<file path="config.mk">
export PLATFORM = sky130hd
export DESIGN_NAME = draw_flyer_pool
export DESIGN_NICKNAME = d
export VERILOG_FILES = /design/src/rtl/flyer_pkg.sv /design/src/rtl/lfsr.sv /design/src/rtl/draw_flyer_pool.sv
export SDC_FILE = /design/constraint.sdc
export NUM_CORES = 1
export LEC_CHECK = 0
export CAP_MARGIN = 20
export CORE_MARGIN = 8
export CORE_UTILIZATION = 30
export CTS_CLUSTER_DIAMETER = 100
export DETAILED_ROUTE_END_ITERATION = 8
export MAX_ROUTING_LAYER = met4
export PLACE_DENSITY = 0.48
export SYNTH_ARGS = -nofsm -noshare
export SYNTH_HDL_FRONTEND = slang
export SYNTH_SLANG_ARGS = --single-unit
</file>
<file path="constraint.sdc">
create_clock -name Clk -period 12.2 [get_ports Clk]
set_input_delay 3.66 -clock Clk [delete_from_list [all_inputs] [get_ports Clk]]
set_output_delay 3.66 -clock Clk [all_outputs]
set_load 0.05 [all_outputs]
</file>
<file path="src/rtl/flyer_pkg.sv">
// Shared definitions for the flying-obstacle pool.
// Holds the per-channel state enum, spawn/park heights, sprite ROM bases,
// LFSR height-selection thresholds and the LFSR seed, plus a helper that
// maps an LFSR sample to a spawn height.
package flyer_pkg;

  typedef enum logic {
    ST_IDLE = 1'b0,
    ST_FLY  = 1'b1
  } fly_state_e;

  localparam logic [9:0]  Y_HIGH       = 10'd210;
  localparam logic [9:0]  Y_MID        = 10'd270;
  localparam logic [9:0]  Y_LOW        = 10'd300;
  localparam logic [9:0]  Y_PARK       = 10'd480;

  localparam logic [17:0] BASE_WING_DN = 18'd171995;
  localparam logic [17:0] BASE_WING_UP = 18'd179355;

  localparam logic [5:0]  LFSR_T0      = 6'd16;
  localparam logic [5:0]  LFSR_T1      = 6'd48;
  localparam logic [5:0]  LFSR_SEED    = 6'b101010;

  function automatic logic [9:0] spawn_height(input logic [5:0] r);
    if (r < LFSR_T0)      return Y_HIGH;
    else if (r < LFSR_T1) return Y_MID;
    else                  return Y_LOW;
  endfunction

endpackage

</file>
<file path="src/rtl/lfsr.sv">
// Fibonacci LFSR (x^N + x^(N-1) + 1, maximal for N=6) with step enable.
// Ports: clk, reset (sync, active-high, loads SEED), en (advance one step),
// q (current register value).
module lfsr #(
  parameter int            N    = 6,
  parameter logic [N-1:0]  SEED = '1
) (
  input  logic         clk,
  input  logic         reset,
  input  logic         en,
  output logic [N-1:0] q
);

  logic [N-1:0] q_q;
  logic [N-1:0] q_d;

  always_comb begin
    q_d = q_q;
    if (en) q_d = {q_q[N-2:0], q_q[N-1] ^ q_q[N-2]};
  end

  always_ff @(posedge clk) begin
    if (reset) q_q <= SEED;
    else       q_q <= q_d;
  end

  assign q = q_q;

endmodule

</file>
<file path="src/rtl/draw_flyer_pool.sv">
// Pool of NUM_FLYERS flying obstacles: motion, spawning, wing animation and
// per-pixel sprite lookup.
// Ports:
//   Clk, Reset            clock, synchronous active-high reset
//   frame_tick            one-cycle pulse per video frame
//   Game_State, Dead      run gating (00 idle / 10 over / Dead freeze)
//   Speed_up              double speed on the tick it is high
//   WriteX, WriteY        pixel being written
//   Cactus_PosX/SizeX     cactus extent; spawning only while it sits in x 0..320
//   flyer_on_wr           registered: a flyer covers the pixel
//   address               registered sprite ROM address for the pixel
//   flyer_id              registered winning channel index
//   active                per-channel FLY flag (channel FSM state)
module draw_flyer_pool
  import flyer_pkg::*;
#(
  parameter int NUM_FLYERS  = 2,
  parameter int SPR_W       = 92,
  parameter int SPR_H       = 80,
  parameter int ANIM_PERIOD = 10,
  parameter int SPAWN_X     = 980,
  parameter int MIN_GAP     = 60,
  parameter int BASE_SPEED  = 4
) (
  input  logic                   Clk,
  input  logic                   Reset,
  input  logic                   frame_tick,
  input  logic [1:0]             Game_State,
  input  logic                   Dead,
  input  logic                   Speed_up,
  input  logic [9:0]             WriteX,
  input  logic [9:0]             WriteY,
  input  logic signed [10:0]     Cactus_PosX,
  input  logic [9:0]             Cactus_SizeX,
  output logic                   flyer_on_wr,
  output logic [17:0]            address,
  output logic [1:0]             flyer_id,
  output logic [NUM_FLYERS-1:0]  active
);

  localparam logic signed [11:0] SPR_W_S   = 12'(SPR_W);
  localparam logic [10:0]        SPR_H_U   = 11'(SPR_H);
  localparam logic signed [10:0] EXIT_X    = 11'(-SPR_W);
  localparam logic signed [10:0] SPAWN_X_S = 11'(SPAWN_X);
  localparam logic signed [10:0] SPEED_1   = 11'(BASE_SPEED);
  localparam logic signed [10:0] SPEED_2   = 11'(2 * BASE_SPEED);
  localparam logic [15:0]        MIN_GAP_U = 16'(MIN_GAP);
  localparam logic [7:0]         ANIM_U    = 8'(ANIM_PERIOD);

  fly_state_e            state_q [NUM_FLYERS];
  fly_state_e            state_d [NUM_FLYERS];
  logic signed [10:0]    pos_x_q [NUM_FLYERS];
  logic signed [10:0]    pos_x_d [NUM_FLYERS];
  logic [9:0]            pos_y_q [NUM_FLYERS];
  logic [9:0]            pos_y_d [NUM_FLYERS];
  logic [15:0]           gap_q, gap_d;
  logic [7:0]            wing_cnt_q, wing_cnt_d;
  logic                  wing_dn_q, wing_dn_d;
  logic                  flyer_on_wr_q, flyer_on_wr_d;
  logic [17:0]           address_q, address_d;
  logic [1:0]            flyer_id_q, flyer_id_d;

  logic                  running, tick_run, cactus_ok, can_spawn, spawned;
  logic signed [10:0]    speed, nx;
  logic [5:0]            lfsr_val;
  logic signed [11:0]    wx, px;
  logic [17:0]           off_x, off_y;

  assign running  = (Game_State != 2'b00) && (Game_State != 2'b10) && !Dead;
  assign tick_run = frame_tick && running;

  lfsr #(.N(6), .SEED(LFSR_SEED)) u_lfsr (
    .clk   (Clk),
    .reset (Reset),
    .en    (tick_run),
    .q     (lfsr_val)
  );

  // Cactus must start on-screen and end by x=320, i.e. it is well clear of
  // the right edge where flyers enter.
  assign cactus_ok = !Cactus_PosX[10] &&
                     (({1'b0, Cactus_PosX[9:0]} + {1'b0, Cactus_SizeX}) <= 11'd320);
  assign can_spawn = tick_run && (gap_q == 16'd0) && cactus_ok;

  always_comb begin
    state_d    = state_q;
    pos_x_d    = pos_x_q;
    pos_y_d    = pos_y_q;
    gap_d      = gap_q;
    wing_cnt_d = wing_cnt_q;
    wing_dn_d  = wing_dn_q;
    spawned    = 1'b0;
    nx         = '0;
    speed      = Speed_up ? SPEED_2 : SPEED_1;
    if (tick_run) begin
      for (int i = 0; i < NUM_FLYERS; i++) begin
        // Eligibility uses the pre-tick state, so a channel leaving this tick
        // cannot be re-spawned until the next one.
        if (state_q[i] == ST_FLY) begin
          nx = pos_x_q[i] - speed;
          if (nx <= EXIT_X) begin
            state_d[i] = ST_IDLE;
            pos_x_d[i] = SPAWN_X_S;
            pos_y_d[i] = Y_PARK;
          end else begin
            pos_x_d[i] = nx;
          end
        end else if (can_spawn && !spawned) begin
          state_d[i] = ST_FLY;
          pos_x_d[i] = SPAWN_X_S;
          pos_y_d[i] = spawn_height(lfsr_val);
          spawned    = 1'b1;
        end
      end
      if (spawned)              gap_d = MIN_GAP_U;
      else if (gap_q != 16'd0)  gap_d = gap_q - 16'd1;
      if (wing_cnt_q == ANIM_U) begin
        wing_cnt_d = 8'd1;
        wing_dn_d  = ~wing_dn_q;
      end else begin
        wing_cnt_d = wing_cnt_q + 8'd1;
      end
    end
  end

  always_comb begin
    flyer_on_wr_d = 1'b0;
    flyer_id_d    = 2'd0;
    off_x         = '0;
    off_y         = '0;
    px            = '0;
    wx            = $signed({2'b00, WriteX});
    // Scan from the top index down so the lowest hitting index is written last.
    for (int i = NUM_FLYERS - 1; i >= 0; i--) begin
      px = {pos_x_q[i][10], pos_x_q[i]};
      if (state_q[i] == ST_FLY && wx >= px && wx < px + SPR_W_S &&
          {1'b0, WriteY} >= {1'b0, pos_y_q[i]} &&
          {1'b0, WriteY} <  {1'b0, pos_y_q[i]} + SPR_H_U) begin
        flyer_on_wr_d = 1'b1;
        flyer_id_d    = 2'(i);
        off_x         = 18'(wx - px);
        off_y         = 18'(WriteY - pos_y_q[i]);
      end
    end
    address_d = '0;
    if (flyer_on_wr_d)
      address_d = (wing_dn_q ? BASE_WING_DN : BASE_WING_UP) + off_y * 18'(SPR_W) + off_x;
  end

  always_ff @(posedge Clk) begin
    if (Reset) begin
      for (int i = 0; i < NUM_FLYERS; i++) begin
        state_q[i] <= ST_IDLE;
        pos_x_q[i] <= SPAWN_X_S;
        pos_y_q[i] <= Y_PARK;
      end
      gap_q         <= '0;
      wing_cnt_q    <= 8'd1;
      wing_dn_q     <= 1'b1;
      flyer_on_wr_q <= 1'b0;
      address_q     <= '0;
      flyer_id_q    <= '0;
    end else begin
      for (int i = 0; i < NUM_FLYERS; i++) begin
        state_q[i] <= state_d[i];
        pos_x_q[i] <= pos_x_d[i];
        pos_y_q[i] <= pos_y_d[i];
      end
      gap_q         <= gap_d;
      wing_cnt_q    <= wing_cnt_d;
      wing_dn_q     <= wing_dn_d;
      flyer_on_wr_q <= flyer_on_wr_d;
      address_q     <= address_d;
      flyer_id_q    <= flyer_id_d;
    end
  end

  always_comb begin
    active = '0;
    for (int i = 0; i < NUM_FLYERS; i++) active[i] = (state_q[i] == ST_FLY);
  end

  assign flyer_on_wr = flyer_on_wr_q;
  assign address     = address_q;
  assign flyer_id    = flyer_id_q;

endmodule

</file>
# Word-level counts from Yosys, hierarchy flattened
# Index checks and enable logic that the tools add are counted.
# totals
ff_bits,96
latch_bits,0
ram_bits,0
rom_bits,0
input_bits,48
out_inout_bits,23
wordCells,118
n_memories,0
# classes
add_sub_neg,15
mul,1
div_mod_pow,0
magnitude_cmp,13
eq_ne,4
shifts,0
n_mux,37
bitwise_logic,3
reduce_logical,32
# op_table
cell,count
18-bit two-way mux,4
11-bit two-way mux,6
10-bit two-way mux,6
18-bit adder,2
16-bit two-way mux,2
"11-bit by 8-bit adder with 12-bit output, second input constant",2
11-bit by 12-bit less-than comparator with 1-bit output,2
11-bit by 11-bit subtractor with 12-bit output,2
"10-bit by 7-bit adder with 11-bit output, second input constant",2
11-bit >= comparator,2
"11-bit by 8-bit <= comparator with 1-bit output, second input constant",2
10-bit by 11-bit less-than comparator with 1-bit output,2
10-bit by 10-bit subtractor with 11-bit output,2
11-bit by 5-bit subtractor with 11-bit output,2
10-bit >= comparator,2
"18-bit by 5-bit multiplier with 16-bit output, second input constant",1
16-bit logical NOT,1
16-bit nonzero test,1
"16-bit by 1-bit subtractor with 16-bit output, second input constant",1
1-bit logical AND,15
1-bit two-way mux,14
14-bit two-way mux,1
10-bit by 10-bit adder with 11-bit output,1
"11-bit by 9-bit <= comparator with 1-bit output, second input constant",1
17 further kinds,29

# Depth between registers and ports, before layout
# Gate-level depths: netlist of the first run.
# logic_depth
word_depth,16
ltp_mapped,40
depth_no_buf,38

# Modules after synthesis
# Synthesis of the first run repeated with hierarchy kept, for this count alone.
# hier_totals
hier_cells,1121
hier_area_um2,9016.1
# by_module_without_submodules
module,n_inst,cells_each,area_each_um2,seq_area_each_um2
draw_flyer_pool,1,1101,8787.2,1541.5
lfsr,1,20,229.0,120.1

# Least setup slack after synthesis of the first run
# Ideal clock, no wire load.
# synth_timing
path_kind,input port to flip-flop
from,in WriteX[3]
to,"reg address_q[16], in the netlist address[16]"
setup_time_ps,117
arrival_ps,10484
path_slack_ps,1599
stages,32
path_cell_list,ha_1 -> a21oi_1 -> a21oi_1 -> o41a_1 -> or4_1 -> nand4b_1 -> buf_2 -> buf_2 -> clkbuf_1 -> o21ai_0 -> ha_1 -> inv_1 -> fa_1 -> fa_1 -> inv_1 -> ha_1 -> o21ai_0 -> nor2_1 -> o21ai_0 -> nand2b_1 -> xnor2_1 -> fa_1 -> inv_1 -> ha_1 -> and3_1 -> a211o_1 -> a21o_1 -> a21oi_1 -> o21ai_0 -> a31oi_1 -> xor2_1 -> nor2_1
# synth_between
elab_chain_len,10
elab_cells_between_ends,25
# synth_rtl
item,line_no,rtl
start: declaration,draw_flyer_pool.sv:31,"input logic [9:0] WriteX,"
11-bit >= comparator,draw_flyer_pool.sv:136,if (state_q[i] == ST_FLY && wx >= px && wx < px + SPR_W_S &&
1-bit logical AND (3 in series),draw_flyer_pool.sv:136,
1-bit logical AND,draw_flyer_pool.sv:137,"{1'b0, WriteY} >= {1'b0, pos_y_q[i]} &&"
18-bit two-way mux (2 in series),draw_flyer_pool.sv:136,
18-bit by 5-bit multiplier with 16-bit output,draw_flyer_pool.sv:147,address_d = (wing_dn_q ? BASE_WING_DN : BASE_WING_UP) + off_y * 18'(SPR_W) + off_x;
18-bit adder (2 in series),draw_flyer_pool.sv:147,
end signal: assignment,draw_flyer_pool.sv:173,address_q <= address_d;
end: declaration,draw_flyer_pool.sv:60,"logic [17:0] address_q, address_d;"
# Several ways; a longest one is shown, not always the timed one.
# A chain may end at the register's enable or synchronous reset.

# Worst setup path after layout of the first run
# layout_timing
from,in WriteY[1]
to,"reg address_q[16], in the netlist address[16]"
# layout_between
elab_chain_len,8
elab_cells_between_ends,21
# layout_rtl
item,line_no,rtl
start: declaration,draw_flyer_pool.sv:32,"input logic [9:0] WriteY,"
10-bit >= comparator,draw_flyer_pool.sv:137,
1-bit logical AND,draw_flyer_pool.sv:136,
1-bit logical AND,draw_flyer_pool.sv:137,
18-bit two-way mux (2 in series),draw_flyer_pool.sv:136,
18-bit by 5-bit multiplier with 16-bit output,draw_flyer_pool.sv:147,
18-bit adder (2 in series),draw_flyer_pool.sv:147,
# Several ways; a longest one is shown, not always the timed one.

==> reports/summary.txt, run 1 <==
Setup ws final: 1.05 ns
Sequential share of the synthesized area: 18.4%
Distinct cells, synth: 79
Most used DFF post-synth: dfxtp_1
Net Sw Frac: 33.8%
Final #Nets: 1,409
Most frequent cells in the layout: ha_1, inv_1, nor2_1, dfxtp_1, nand2_1
Drt pass-1 iters: 4
Area Overhead vs Synth: 15.9%
Maxcap violations: 0
Final period util: 91.4%
CTS buffer count: 9
Complex-gate fraction of the synthesized area: 20.2%
Share of layout cells above drive strength 1: 4.60%
Total I/O pin count: 71
Worst rel slew slack: 45.4%
Worst path max stage delay: 0.57 ns
Worst-skew pair later-pin latency: 0.35 ns
Starting Density: 30.5%
Post-synthesis mux area share: 0.360%
Post-cts resize count: 0
Worst hold margin: 0.443 ns
Hold Path Class: reg2reg
Routed WL: 22.2 mm
Slew Limit Fails: 0
Drc violations: 0
PD cells: 89.4 nW/µm²
DIE WIDTH: 190 µm
Worst slew pin tran: 0.815 ns
CP most frequent cell: o21ai_0
Fin crit period: 11.15 ns
Startpoint Class: input port
First-pass GRT wire length: 37.3 mm
Net Switching: 317 µW
Gpl congestion: 0.849
Total gr overflow: 0
Critical-path maximum fanout: 10
Post-CTS setup buffers: 0
Post-synthesis share of cell area spent on xor and xnor gates: 8.81%
Int Pwr: 621 µW
Die height: 190 µm
Post-layout util: 35.4%
Ant diodes: 0
Syn Area/Cell: 8.01 µm²
Gate power share: 34.0%
Final setup viols: 0
Worst path required time: 12.42 ns
Synth Register Bits: 83
Most common cell after layout, fill and taps aside: ha_1
Clock Power Share: 32.2%
FMAX: 89.7 MHz
Clock skew: 0.00994 ns
Crit path capture type: flop
Port Buf Inserts: 68
Crit path DAT: 11.36 ns
Clock transition at the registers of the reported paths: 0.06 ns
Kind of critical path: in2reg
Largest family of logic cells by synthesized area: adder cells
CTS tree: yes
Site Rows: 63
Num Clock Sinks: 83
First DRT Iteration DRCs: 265
Ys Warns: 0
Final antenna-violating net count: 0
DP Cell Count: 1,571
Post-Synthesis Cells: 1,130
Crit-path slowest cell: a2111oi_0
Number of global-route vias before repair: 7,620
EDFF count, synth: 0
Post-DP HPWL: 18.5 mm
Mapped Area: 9050 µm²
Status: finished clean
Non-filler cells, final: 1,586
H-tree Lvls: 3
RSZ-0062 raised after global routing: false
Detail-routed net length per standard cell: 14.0 µm
Seq pwr share: 33.8%
Leak: 0.00477 µW
Core Footprint: 29,600 µm²
CTS Hold Bufs: 0
Simple-gate share of the synthesized area: 20.1%
Place WS: 0.549 ns
Via count: 7,726
Final TNS setup: 0 ns
Async SR Flop Fraction: 0%
Hold Violations, Final: 0
Max VDD drop: 0.121 mV
Largest net degree at the start of global routing: 25
Clock root cell: clkbuf_16
Vias/cell: 4.87
Initial antenna violation count: 0
Post-synthesis adder-cell area fraction: 25.4%
Buffer levels on the longest clock path: 2
GRT Util Overall: 12.9%
Die ar.: 36,000 µm²
power by group through the flow:
stage | Combinational (µW) | Clock, µW | Sequential [µW]
finish | 318 | 302 | 317
global route | 359 | 325 | 321
CTS | 322 | 315 | 317
detailed placement | 319 | 0 | 323
global placement | 321 | 0 | 322
floorplan | 249 | 0 | 318
sequential cells by signal (all words and copies together) (netlist names):
signal and flops:
active 2, address 18, flyer_id 1, flyer_on_wr 1, gap_q 16, pos_x_q 18
pos_y_q 12, u_lfsr.q 6, wing_cnt_q 8, wing_dn_q 1
cell families after synthesis:
group           count (synthesis)
mux                             3
compound gates                272
simple gates                  356
other cells                     2
fa+ha+maj                     169
flops                          83
buf+inv                       154
xor+xnor                       91
cells in the mapped netlist, types with 17 or more instances:
library cell	count	area, µm²
o21a_1	20	150
fa_1	25	500
a21o_1	26	195
ha_1	144	1800
dfxtp_1	83	1660
o21ai_0	49	245
inv_1	124	465
nor3_1	32	160
clkbuf_1	19	71.3
a21oi_1	60	300
a211oi_1	19	143
xnor2_1	55	482
nand2b_1	17	106
nor2_1	97	364
xor2_1	36	315
nand3_1	28	140
nand2_1	72	270
per-stage QoR:
| step | power [µW] | area, µm² |
|---|---|---|
| global placement | 643 | 10200 |
| CTS | 953 | 10500 |
| floorplan | 567 | 9070 |
| detailed placement | 642 | 10200 |
| finish | 937 | 10500 |
| global route | 1000 | 10500 |
path summary, 6_finish.rpt:
path / startpoint / end / slack [ns] / depth (start not counted)
max reg2reg: pos_x_q[14] / address[16] / 4.17 / 35
min: u_lfsr.q[3] / u_lfsr.q[4] / 0.44 / 2
max: WriteY[1] / address[16] / 1.05 / 35
min reg2reg: u_lfsr.q[3] / u_lfsr.q[4] / 0.44 / 2
final cells by class:
| type | count | area (µm²) |
|---|---|---|
| fillers | 3189 | 19200 |
| multi-input cells | 900 | 6820 |
| repair buffers | 74 | 726 |
| inverters | 124 | 465 |
| clock buffers | 10 | 239 |
| well taps | 390 | 488 |
| flip-flops and latches | 83 | 1660 |
| clock inverters | 5 | 85.1 |
worst max-delay path, delay by kind of cell:
family | cells | cell delay, ns
adder cells (fa/ha/maj) | 8 | 3.14
AO/OA/AOI/OAI | 12 | 2.71
buffers and inverters | 7 | 0.87
AND/OR/NAND/NOR | 6 | 0.66
XOR/XNOR | 2 | 0.30
per-layer routing:
layer | share of wire, % | global-route usage, % | vias up
li1 | - | - | 4120
met4 | 1.4 | 3.25 | 0
met2 | 48 | 21.9 | 72
met5 | 0 | - | -
met1 | 48 | 15.7 | 3514
met3 | 2.6 | 2.33 | 20
Note: power is estimated with default switching activity, not from simulation.
==> run 2: changes to the inputs <==
GPL_ROUTABILITY_DRIVEN = 0   (was unset)
==> results of run 2 <==
Same layout as run 1: the final DEF is identical, and so are final timing and power.
